File: src/rtl/captura_jogada.sv
// Move capture: debounced confirm/cancel buttons drive an FSM that latches {origem, destino}.
// Optional macro CAPTURA_VALIDA_EN enables rejection of moves with origem == destino.

module captura_jogada_db #(
   parameter int DEBOUNCE_N = 50000
) (
   input  logic clock,
   input  logic reset,
   input  logic raw_i,
   output logic evt_o
);
   localparam int CW = $clog2(DEBOUNCE_N + 1);

   logic [1:0]    sync_q;
   logic          lvl_q, lvl_d;
   logic [CW-1:0] cnt_q, cnt_d;
   logic [CW-1:0] arm_cnt_q, arm_cnt_d;
   logic          armed_q, armed_d;
   logic          evt_q, evt_d;
   logic          s;

   assign s = sync_q[1];

   always_comb begin
      lvl_d = lvl_q;
      cnt_d = cnt_q;
      if (s == lvl_q)
         cnt_d = '0;
      else if (cnt_q == CW'(DEBOUNCE_N - 1)) begin
         lvl_d = s;
         cnt_d = '0;
      end else if (cnt_q != CW'(DEBOUNCE_N))
         cnt_d = cnt_q + CW'(1);
   end

   // A button held through reset must be seen released for DEBOUNCE_N cycles
   // before its presses count, so arming waits on a stable-low run.
   always_comb begin
      arm_cnt_d = '0;
      if (!s)
         arm_cnt_d = (arm_cnt_q == CW'(DEBOUNCE_N)) ? arm_cnt_q : arm_cnt_q + CW'(1);
      armed_d = armed_q | (arm_cnt_q == CW'(DEBOUNCE_N));
      evt_d   = lvl_d & ~lvl_q & armed_q;
   end

   always_ff @(posedge clock or negedge reset) begin
      if (!reset) begin
         sync_q    <= '0;
         lvl_q     <= 1'b0;
         cnt_q     <= '0;
         arm_cnt_q <= '0;
         armed_q   <= 1'b0;
         evt_q     <= 1'b0;
      end else begin
         sync_q    <= {sync_q[0], raw_i};
         lvl_q     <= lvl_d;
         cnt_q     <= cnt_d;
         arm_cnt_q <= arm_cnt_d;
         armed_q   <= armed_d;
         evt_q     <= evt_d;
      end
   end

   assign evt_o = evt_q;
endmodule

module captura_jogada #(
   parameter int DEBOUNCE_N = 50000
) (
   input  logic        clock,
   input  logic        reset,
   input  logic [5:0]  casa,
   input  logic        confirma,
   input  logic        cancela,
   input  logic        zeraR,
   output logic [11:0] jogada,
   output logic        temJogada,
   output logic        erroJogada,
   output logic [3:0]  db_estado
);
   localparam int NUM_BTN = 2;

   typedef enum logic [3:0] {
      ESPERA_ORIGEM  = 4'h0,
      ESPERA_DESTINO = 4'h2,
      VALIDA         = 4'h4,
      PRONTA         = 4'h6,
      REJEITA        = 4'hE
   } estado_t;

   estado_t              state_q, state_d;
   logic [NUM_BTN-1:0]   btn_raw, btn_evt;
   logic [5:0]           origem_q, origem_d, destino_q, destino_d;
   logic                 tem_q, erro_q;
   logic                 conf_ev, canc_ev, aceita;

   assign btn_raw = {cancela, confirma};

   for (genvar b = 0; b < NUM_BTN; b++) begin : g_btn
      captura_jogada_db #(.DEBOUNCE_N(DEBOUNCE_N)) u_db (
         .clock (clock),
         .reset (reset),
         .raw_i (btn_raw[b]),
         .evt_o (btn_evt[b])
      );
   end

   assign conf_ev = btn_evt[0];
   assign canc_ev = btn_evt[1];

`ifdef CAPTURA_VALIDA_EN
   assign aceita = (origem_q != destino_q);
`else
   assign aceita = 1'b1;
`endif

   always_comb begin
      state_d   = state_q;
      origem_d  = origem_q;
      destino_d = destino_q;
      case (state_q)
         ESPERA_ORIGEM:
            if (conf_ev && !canc_ev) begin
               origem_d = casa;
               state_d  = ESPERA_DESTINO;
            end
         ESPERA_DESTINO:
            if (canc_ev)
               state_d = ESPERA_ORIGEM;
            else if (conf_ev) begin
               destino_d = casa;
               state_d   = VALIDA;
            end
         VALIDA:
            if (canc_ev)
               state_d = ESPERA_ORIGEM;
            else
               state_d = aceita ? PRONTA : REJEITA;
         PRONTA:
            if (zeraR)
               state_d = ESPERA_ORIGEM;
         REJEITA:
            state_d = ESPERA_ORIGEM;
         default:
            state_d = ESPERA_ORIGEM;
      endcase
   end

   // Outputs are registered from the next state so they line up with state_q.
   always_ff @(posedge clock or negedge reset) begin
      if (!reset) begin
         state_q   <= ESPERA_ORIGEM;
         origem_q  <= '0;
         destino_q <= '0;
         tem_q     <= 1'b0;
         erro_q    <= 1'b0;
      end else begin
         state_q   <= state_d;
         origem_q  <= origem_d;
         destino_q <= destino_d;
         tem_q     <= (state_d == PRONTA);
`ifdef CAPTURA_VALIDA_EN
         erro_q    <= (state_d == REJEITA);
`else
         erro_q    <= 1'b0;
`endif
      end
   end

   assign jogada     = {origem_q, destino_q};
   assign temJogada  = tem_q;
   assign erroJogada = erro_q;
   assign db_estado  = state_q;
endmodule

File: config.mk
export PLATFORM = sky130hd
export DESIGN_NAME = captura_jogada
export DESIGN_NICKNAME = d
export VERILOG_FILES = /design/src/rtl/captura_jogada.sv
export SDC_FILE = /design/constraint.sdc
export NUM_CORES = 1
export LEC_CHECK = 0
export ABC_AREA = 1
export BUFFER_PORTS_ARGS = -buffer_cell sky130_fd_sc_hd__buf_4
export CORE_MARGIN = 2
export CORE_UTILIZATION = 45
export CTS_CLUSTER_SIZE = 10
export DETAILED_ROUTE_END_ITERATION = 12
export PLACE_DENSITY = 0.67
export SLEW_MARGIN = 20
export SYNTH_ARGS = -nofsm -noshare
export SYNTH_HDL_FRONTEND = slang
export SYNTH_HIERARCHICAL = 1
export SYNTH_SLANG_ARGS = --single-unit
File: constraint.sdc
create_clock -name clock -period 1.6 [get_ports clock]
set_input_delay 0.16 -clock clock [delete_from_list [all_inputs] [get_ports clock]]
set_output_delay 0.16 -clock clock [all_outputs]
set_load 0.05 [all_outputs]
==> reports/qor.yml, run 1 <==
netlist-cell-type-count: 32
path_class: "flip-flop to flip-flop"
yosysSeqAreaShare_pct: 46.1
hold_viol: 0
maxCapViolations: 0
synthArstFlopShare_pct: 100
cts-htree-levels: 3
core_mm2: 0.0108
p_leak_uw: 0.00252
hpwlAfterDp_um: 7460
holdWs_ns: 0.0425
antenna_cells: 0
cts_buffer_depth: 2
cp_max_fo: 5
syn_avg_cell_area_um2: 7.71
syn2layout_area_growth_pct: 13.1
globalplace.congestion: 0.831
fin_crit_sh_pct: 90.3
rsz0062_at_grt: "false"
insertion_delay_ns: 0.37
num_rows: 38
cp-end-kind: "flip-flop"
drive_above_1_share_pct: 17.0
required_ns: 1.86
cts.sinks: 91
tns_ns: 0
status: "finished, final reports clean"
wl_um: 9940
detail_route.first_pass.iterations: 4
ys_ff_latch: 91
hp-class: "primary input to flip-flop"
grt_start_max_net_pins: 34
rr_worst_depth: 8
drt-vias-per-instance: 4.88
fin_crit_ns: 1.44
cts.clk_slew.worst_paths_ns: 0.09
vias: 4047
cts_buffers: 9
final.setup_skew_ns: 0.0115
synth-main-ff-cell: "dfrtp_1"
die_area_mm2: 0.0118
antenna_found_initial: 0
syn_area_mm2: 0.00494
synth_edf_count: 0
ant_nets: 0
io_buffers: 27
worst_ep_arrival_time_ns: 1.70
r2r_slack_ns: 0.16
layout.nets: 704
cts_tree: "yes"
gr-usage-all-layers_pct: 18.4
die_h_um: 109
yosysWarningCount: 6
start_util_pct: 45.8
drt_iter0_markers: 208
die_w_um: 109
place_area_mm2: 0.00535
cp-start-kind: "flip-flop"
grt_pass1_vias: 3956
grt_pass1_wl_um: 17300
max_freq_ghz: 0.692
synth_cells: 641
gr-total-overflow: 0
clockRootBuffer: "clkbuf_8"
peakVddDrop_mv: 0.364
stdcell_area_mm2: 0.00559
drc: 0
whs_path_depth: 3
io_pins: 29
setup_viol_count_final: 0
drv_slew: 0
p_per_area_mw_per_mm2: 755
wl_per_cell_um: 12.0
==> power by group <==
group / total (uW) / internal [uW] / switching, uW
combinational: 263 / 94.3 / 169
clock: 1590 / 764 / 829
sequential: 2370 / 2330 / 35.9
total: 4220 / 3190 / 1030
==> path summary, 6_finish.rpt <==
kind,endpoint,startpoint
setup / recovery,g_btn[1].u_db/cnt_q[1]$_DFFE_PN0P_,g_btn[1].u_db/cnt_q[0]$_DFFE_PN0P_
hold / removal,destino_q[5]$_DFFE_PN0P_,casa[5]
setup reg to reg,g_btn[1].u_db/cnt_q[1]$_DFFE_PN0P_,g_btn[1].u_db/cnt_q[0]$_DFFE_PN0P_
hold reg to reg,g_btn[0].u_db/sync_q[1]$_DFF_PN0_,g_btn[0].u_db/sync_q[0]$_DFF_PN0_
max in group asynchronous,g_btn[1].u_db/cnt_q[1]$_DFFE_PN0P_,reset
min in group asynchronous,g_btn[0].u_db/cnt_q[15]$_DFFE_PN0P_,reset
==> cell usage in the layout (no fill, tap or decap), types with 3 or more instances in the layout <==
cell type        n
a21oi_1         16
a31oi_1          4
buf_4           30
clkbuf_8        10
conb_1           3
dfrtp_1         91
dlygate4sd3_1    3
ha_1             7
inv_1           75
inv_2            6
nand2_1        152
nand2_2         12
nand3_1         38
nand3_2          3
nand4_1         16
nor2_1         112
nor2_2          23
nor2_4           4
nor3_1          18
nor3_2           4
o21ai_0         14
o21ai_1          4
o21ai_2         10
xor2_1          12
==> sequential cells by signal, indices dropped and copies added, names as in the netlist <==
name	count
temJogada	1
g_btn.u_db/arm_cnt_q	32
g_btn.u_db/cnt_q	32
g_btn.u_db/armed_q	2
g_btn.u_db/sync_q	4
destino_q	6
db_estado	4
g_btn.u_db/lvl_q	2
g_btn.u_db/evt_o	2
origem_q	6
==> per-stage QoR <==
stage	power [uW]	setup slack (ns)	cells	util (%)
CTS	4270	0.171	829	51.7
global route	4420	0.0367	830	51.8
floorplan	2550	0.272	643	-
global placement	2660	0.262	810	49.6
finish	4220	0.156	830	51.8
detailed placement	2670	0.193	810	49.6
==> logic make-up (layout without fill, tap and decap cells) <==
group	count (synthesis)	count (layout)	share of synthesized area (%)
simple gates	390	390	36.4
flops	91	91	46.1
buf+inv	87	134	6.89
compound gates	50	50	6.08
xor+xnor	14	14	2.48
fa+ha+maj	8	8	2.03
other cells	1	3	0.0759
==> per-layer routing <==
metal | GRT usage, % | up-vias | routed length, um
li1 | - | 2101 | -
met1 | 24.1 | 1891 | 4720
met2 | 30.3 | 46 | 4800
met3 | 3.41 | 9 | 313
met4 | 6.87 | 0 | 114
met5 | 0 | - | 0
==> synth_stat cells, types with 2 or more instances <==
cell type  number  share of area [%]
a21oi_1        16                1.6
a21oi_2         2               0.35
a31oi_1         4               0.51
buf_2           2               0.20
clkinv_1        2               0.15
dfrtp_1        91                 46
ha_1            8                2.0
inv_1          75                5.7
inv_2           6               0.46
nand2_1       152                 12
nand2_2        12                1.5
nand3_1        38                3.8
nand3_2         3               0.61
nand3_4         2               0.71
nand3b_1        2               0.30
nand4_1        16                2.0
nor2_1        113                8.6
nor2_2         22                2.8
nor2_4          4               0.91
nor3_1         18                1.8
nor3_2          4               0.81
o21ai_0        14                1.4
o21ai_1         4               0.41
o21ai_2        10                1.8
or2_2           2               0.25
xnor2_1         2               0.35
xor2_1         12                2.1
==> final cells by class <==
cell class / count / area [um^2]
fillers: 1029 / 5200
multi-input cells: 465 / 2340
flip-flops and latches: 91 / 2280
inverters: 83 / 312
repair buffers: 35 / 295
well taps: 140 / 175
clock buffers: 12 / 145
clock inverters: 4 / 50.0
==> timing repair <==
| action | in CTS | in global routing |
|---|---|---|
| setup buffers | 0 | 1 |
| hold buffers | 3 | 0 |
| gates resized for setup | 0 | 2 |
| setup endpoints to repair | 0 | 5 |
| endpoints found under the hold margin | 30 | 0 |
==> critical path, stage by stage (launching register included) <==
cell and delay (ns):
dfrtp_1 0.41, ha_1 0.24, nand2_1 0.09, nor2_1 0.15, nand3_1 0.10, nor2_2 0.16, nor2_2 0.09, nand2_1 0.06
nor2_1 0.04
(Power assumes the default switching activity.)
==> run 2: changes to the inputs <==
--- a/config.mk
+++ b/config.mk
@@ -11,7 +11,7 @@
 export CORE_UTILIZATION = 45
 export CTS_CLUSTER_SIZE = 10
 export DETAILED_ROUTE_END_ITERATION = 12
-export PLACE_DENSITY = 0.67
+export PLACE_DENSITY = 0.69
 export SLEW_MARGIN = 20
 export SYNTH_ARGS = -nofsm -noshare
 export SYNTH_HDL_FRONTEND = slang
==> constraint.sdc (replaced) <==
create_clock -name clock -period 1.3 [get_ports clock]
set_input_delay 0.13 -clock clock [delete_from_list [all_inputs] [get_ports clock]]
set_output_delay 0.13 -clock clock [all_outputs]
set_load 0.05 [all_outputs]
==> reports/qor.yml, run 2 (same netlist as run 1, synthesis figures left out) <==
path_class: "flip-flop to flip-flop"  # unchanged
status: "finished, violations left"  # was finished, final reports clean
peakVddDrop_mv: 0.603  # was 0.364 mV
setup_viol_count_final: 22  # was 0
drc: 0  # unchanged
drv_slew: 0  # unchanged
fin_crit_ns: 1.36  # was 1.44 ns
p_per_area_mw_per_mm2: 796  # was 755 mW/mm^2
fin_crit_sh_pct: 105  # was 90.3%
die_area_mm2: 0.0118  # unchanged
cts-htree-levels: 3  # unchanged
layout.nets: 769  # was 704
antenna_cells: 0  # unchanged
cts.sinks: 91  # unchanged
globalplace.congestion: 0.837  # was 0.831
drt_iter0_markers: 173  # was 208
ant_nets: 0  # unchanged
cts_buffer_depth: 2  # unchanged
power_uw: 5270  # was 4220 uW
maxCapViolations: 0  # unchanged
crit_path_cell_trace: "ha_4 > nand2_4 > nor2_4 > nand3_2 > nor2_4 > nor2_4 > nand2_1 > nor2_1"  # was ha_1 > nand2_1 > nor2_1 > nand3_1 > nor2_2 > nor2_2 > nand2_1 > nor2_1
grt_pass1_wl_um: 18900  # was 17,300 um
cp_common_cell: "nor2_4"
fill_cells: 909  # was 1,029
start_util_pct: 45.8  # unchanged
num_rows: 38  # unchanged
cts.clk_slew.worst_paths_ns: 0.09  # about the same
drt-vias-per-instance: 5.05  # was 4.88
crit_buf_inv: 0  # unchanged
core_mm2: 0.0108  # unchanged
cts_buffers: 9  # unchanged
io_buffers: 27  # unchanged
hpwlAfterDp_um: 8000  # was 7460 um
detail_route.first_pass.iterations: 4  # unchanged
cp_max_fo: 5  # unchanged
hp-class: "primary input to flip-flop"  # unchanged
cp_top_family: "simple AND/OR/NAND/NOR gates"  # unchanged
mostFrequentLayoutCell: "nand2_1"  # unchanged
final.setup_skew_ns: 0.00671  # was 0.0115 ns
place_ws_ns: -0.101  # was 0.193 ns
insertion_delay_ns: 0.36  # was 0.37 ns
cp-end-kind: "flip-flop"  # unchanged
violations: "setup timing"
worst_ep_arrival_time_ns: 1.63  # was 1.70 ns
max_stage_delay_ns: 0.42  # was 0.41 ns
rsz0062_at_grt: "true"  # was false
grt_pass1_vias: 4328  # was 3,956
clockRootBuffer: "clkbuf_8"  # unchanged
wl_per_cell_um: 13.3  # was 12.0 um
tns_ns: -0.761  # was 0 ns
cts_tree: "yes"  # unchanged
setup_slack_ns: -0.0650  # was 0.156 ns
vias: 4517  # was 4,047
p_leak_uw: 0.00300  # was 0.00252 uW
largest_registers: "g_btn.u_db/arm_cnt_q: 32 flops, g_btn.u_db/cnt_q: 32 flops"  # unchanged
gr-total-overflow: 0  # unchanged
syn2layout_area_growth_pct: 34.0  # was 13.1%
holdWs_ns: 0.0208  # was 0.0425 ns
grt_start_max_net_pins: 39  # was 34
drive_above_1_share_pct: 35.5  # was 17.0%
io_pins: 29  # unchanged
cp-start-kind: "flip-flop"  # unchanged
hold_viol: 0  # unchanged
max_freq_ghz: 0.733  # was 0.692 GHz
antenna_found_initial: 0  # unchanged
wl_um: 11900  # was 9940 um
die_w_um: 109  # unchanged
crit_slowest_cell: "dfrtp_1"  # unchanged
die_h_um: 109  # unchanged
gr-usage-all-layers_pct: 20.0  # was 18.4%
required_ns: 1.56  # was 1.86 ns
final_cell_mix: "nand2_1, nor2_1, buf_4"  # was nand2_1, nor2_1, dfrtp_1
-- run 2: changes by cell type in the layout (fill, tap and decap cells not counted), sizes merged --
cell / previous run / this run
inv: 81 / 82
clkinvlp: 2 / 0
dlygate4sd3: 3 / 4
buf: 32 / 96
-- run 2: routing by layer --
metal / track usage [%] / vias up / share of wire (%)
met5: 0 / - / 0
met4: 6.04 / 0 / 1.5
met3: 4.06 / 19 / 3.6
met2: 34.6 / 86 / 51
met1: 25.2 / 2176 / 44
li1: - / 2236 / -
-- run 2: report_power, final --
part	total, uW	switching [uW]	internal [uW]
clock	1840	961	876
sequential	2930	57.0	2870
combinational	507	296	211
total	5270	1310	3960
-- run 2: final cells by class --
class	instances	area, um^2	share of cell area [%]
Multi-Input combinational cell	465	2820	42.6
Tap cell	140	175	2.65
Timing Repair Buffer	100	831	12.6
Inverter	83	327	4.93
Sequential cell	91	2290	34.7
Clock inverter	3	40.0	0.605
Clock buffer	12	135	2.04
-- run 2: path summary, 6_finish.rpt --
check	startpoint	endpoint	slack, ns	depth (start not counted)
max in group asynchronous	reset	g_btn[0].u_db/arm_cnt_q[1]$_DFFE_PN0P_	0.66	3
worst min-delay path	casa[5]	destino_q[5]$_DFFE_PN0P_	0.02	3
worst max register to register	g_btn[0].u_db/cnt_q[0]$_DFFE_PN0P_	g_btn[0].u_db/cnt_q[1]$_DFFE_PN0P_	-0.06	8
worst min register to register	g_btn[1].u_db/sync_q[0]$_DFF_PN0_	g_btn[1].u_db/sync_q[1]$_DFF_PN0_	0.36	0
min in group asynchronous	reset	db_estado[0]$_DFF_PN0_	0.13	2
worst max-delay path	g_btn[0].u_db/cnt_q[0]$_DFFE_PN0P_	g_btn[0].u_db/cnt_q[1]$_DFFE_PN0P_	-0.06	8
-- run 2: per-stage QoR --
step	std cells	util, %	area [um^2]
after floorplan	643	-	4950
final	894	61.3	6620
after global placement	860	53.1	5730
after CTS	882	57.0	6150
after global routing	894	61.3	6620
after detailed placement	860	53.1	5730
-- run 2: repair_timing --
item                       4_1_cts  5_1_grt
hold endpoints to repair        94        0
gates cloned                     0        0
setup buffers                    3       12
pin swaps                       19       45
hold buffers                     4        0
resized for setup               47      109
setup endpoints to repair       46       62
-- run 2: worst register-to-register path, cell delays in order, from the launching register on --
cell     delay, ns
dfrtp_1       0.42
ha_4          0.21
nand2_4       0.07
nor2_4        0.12
nand3_2       0.10
nor2_4        0.16
nor2_4        0.08
nand2_1       0.07
nor2_1        0.04
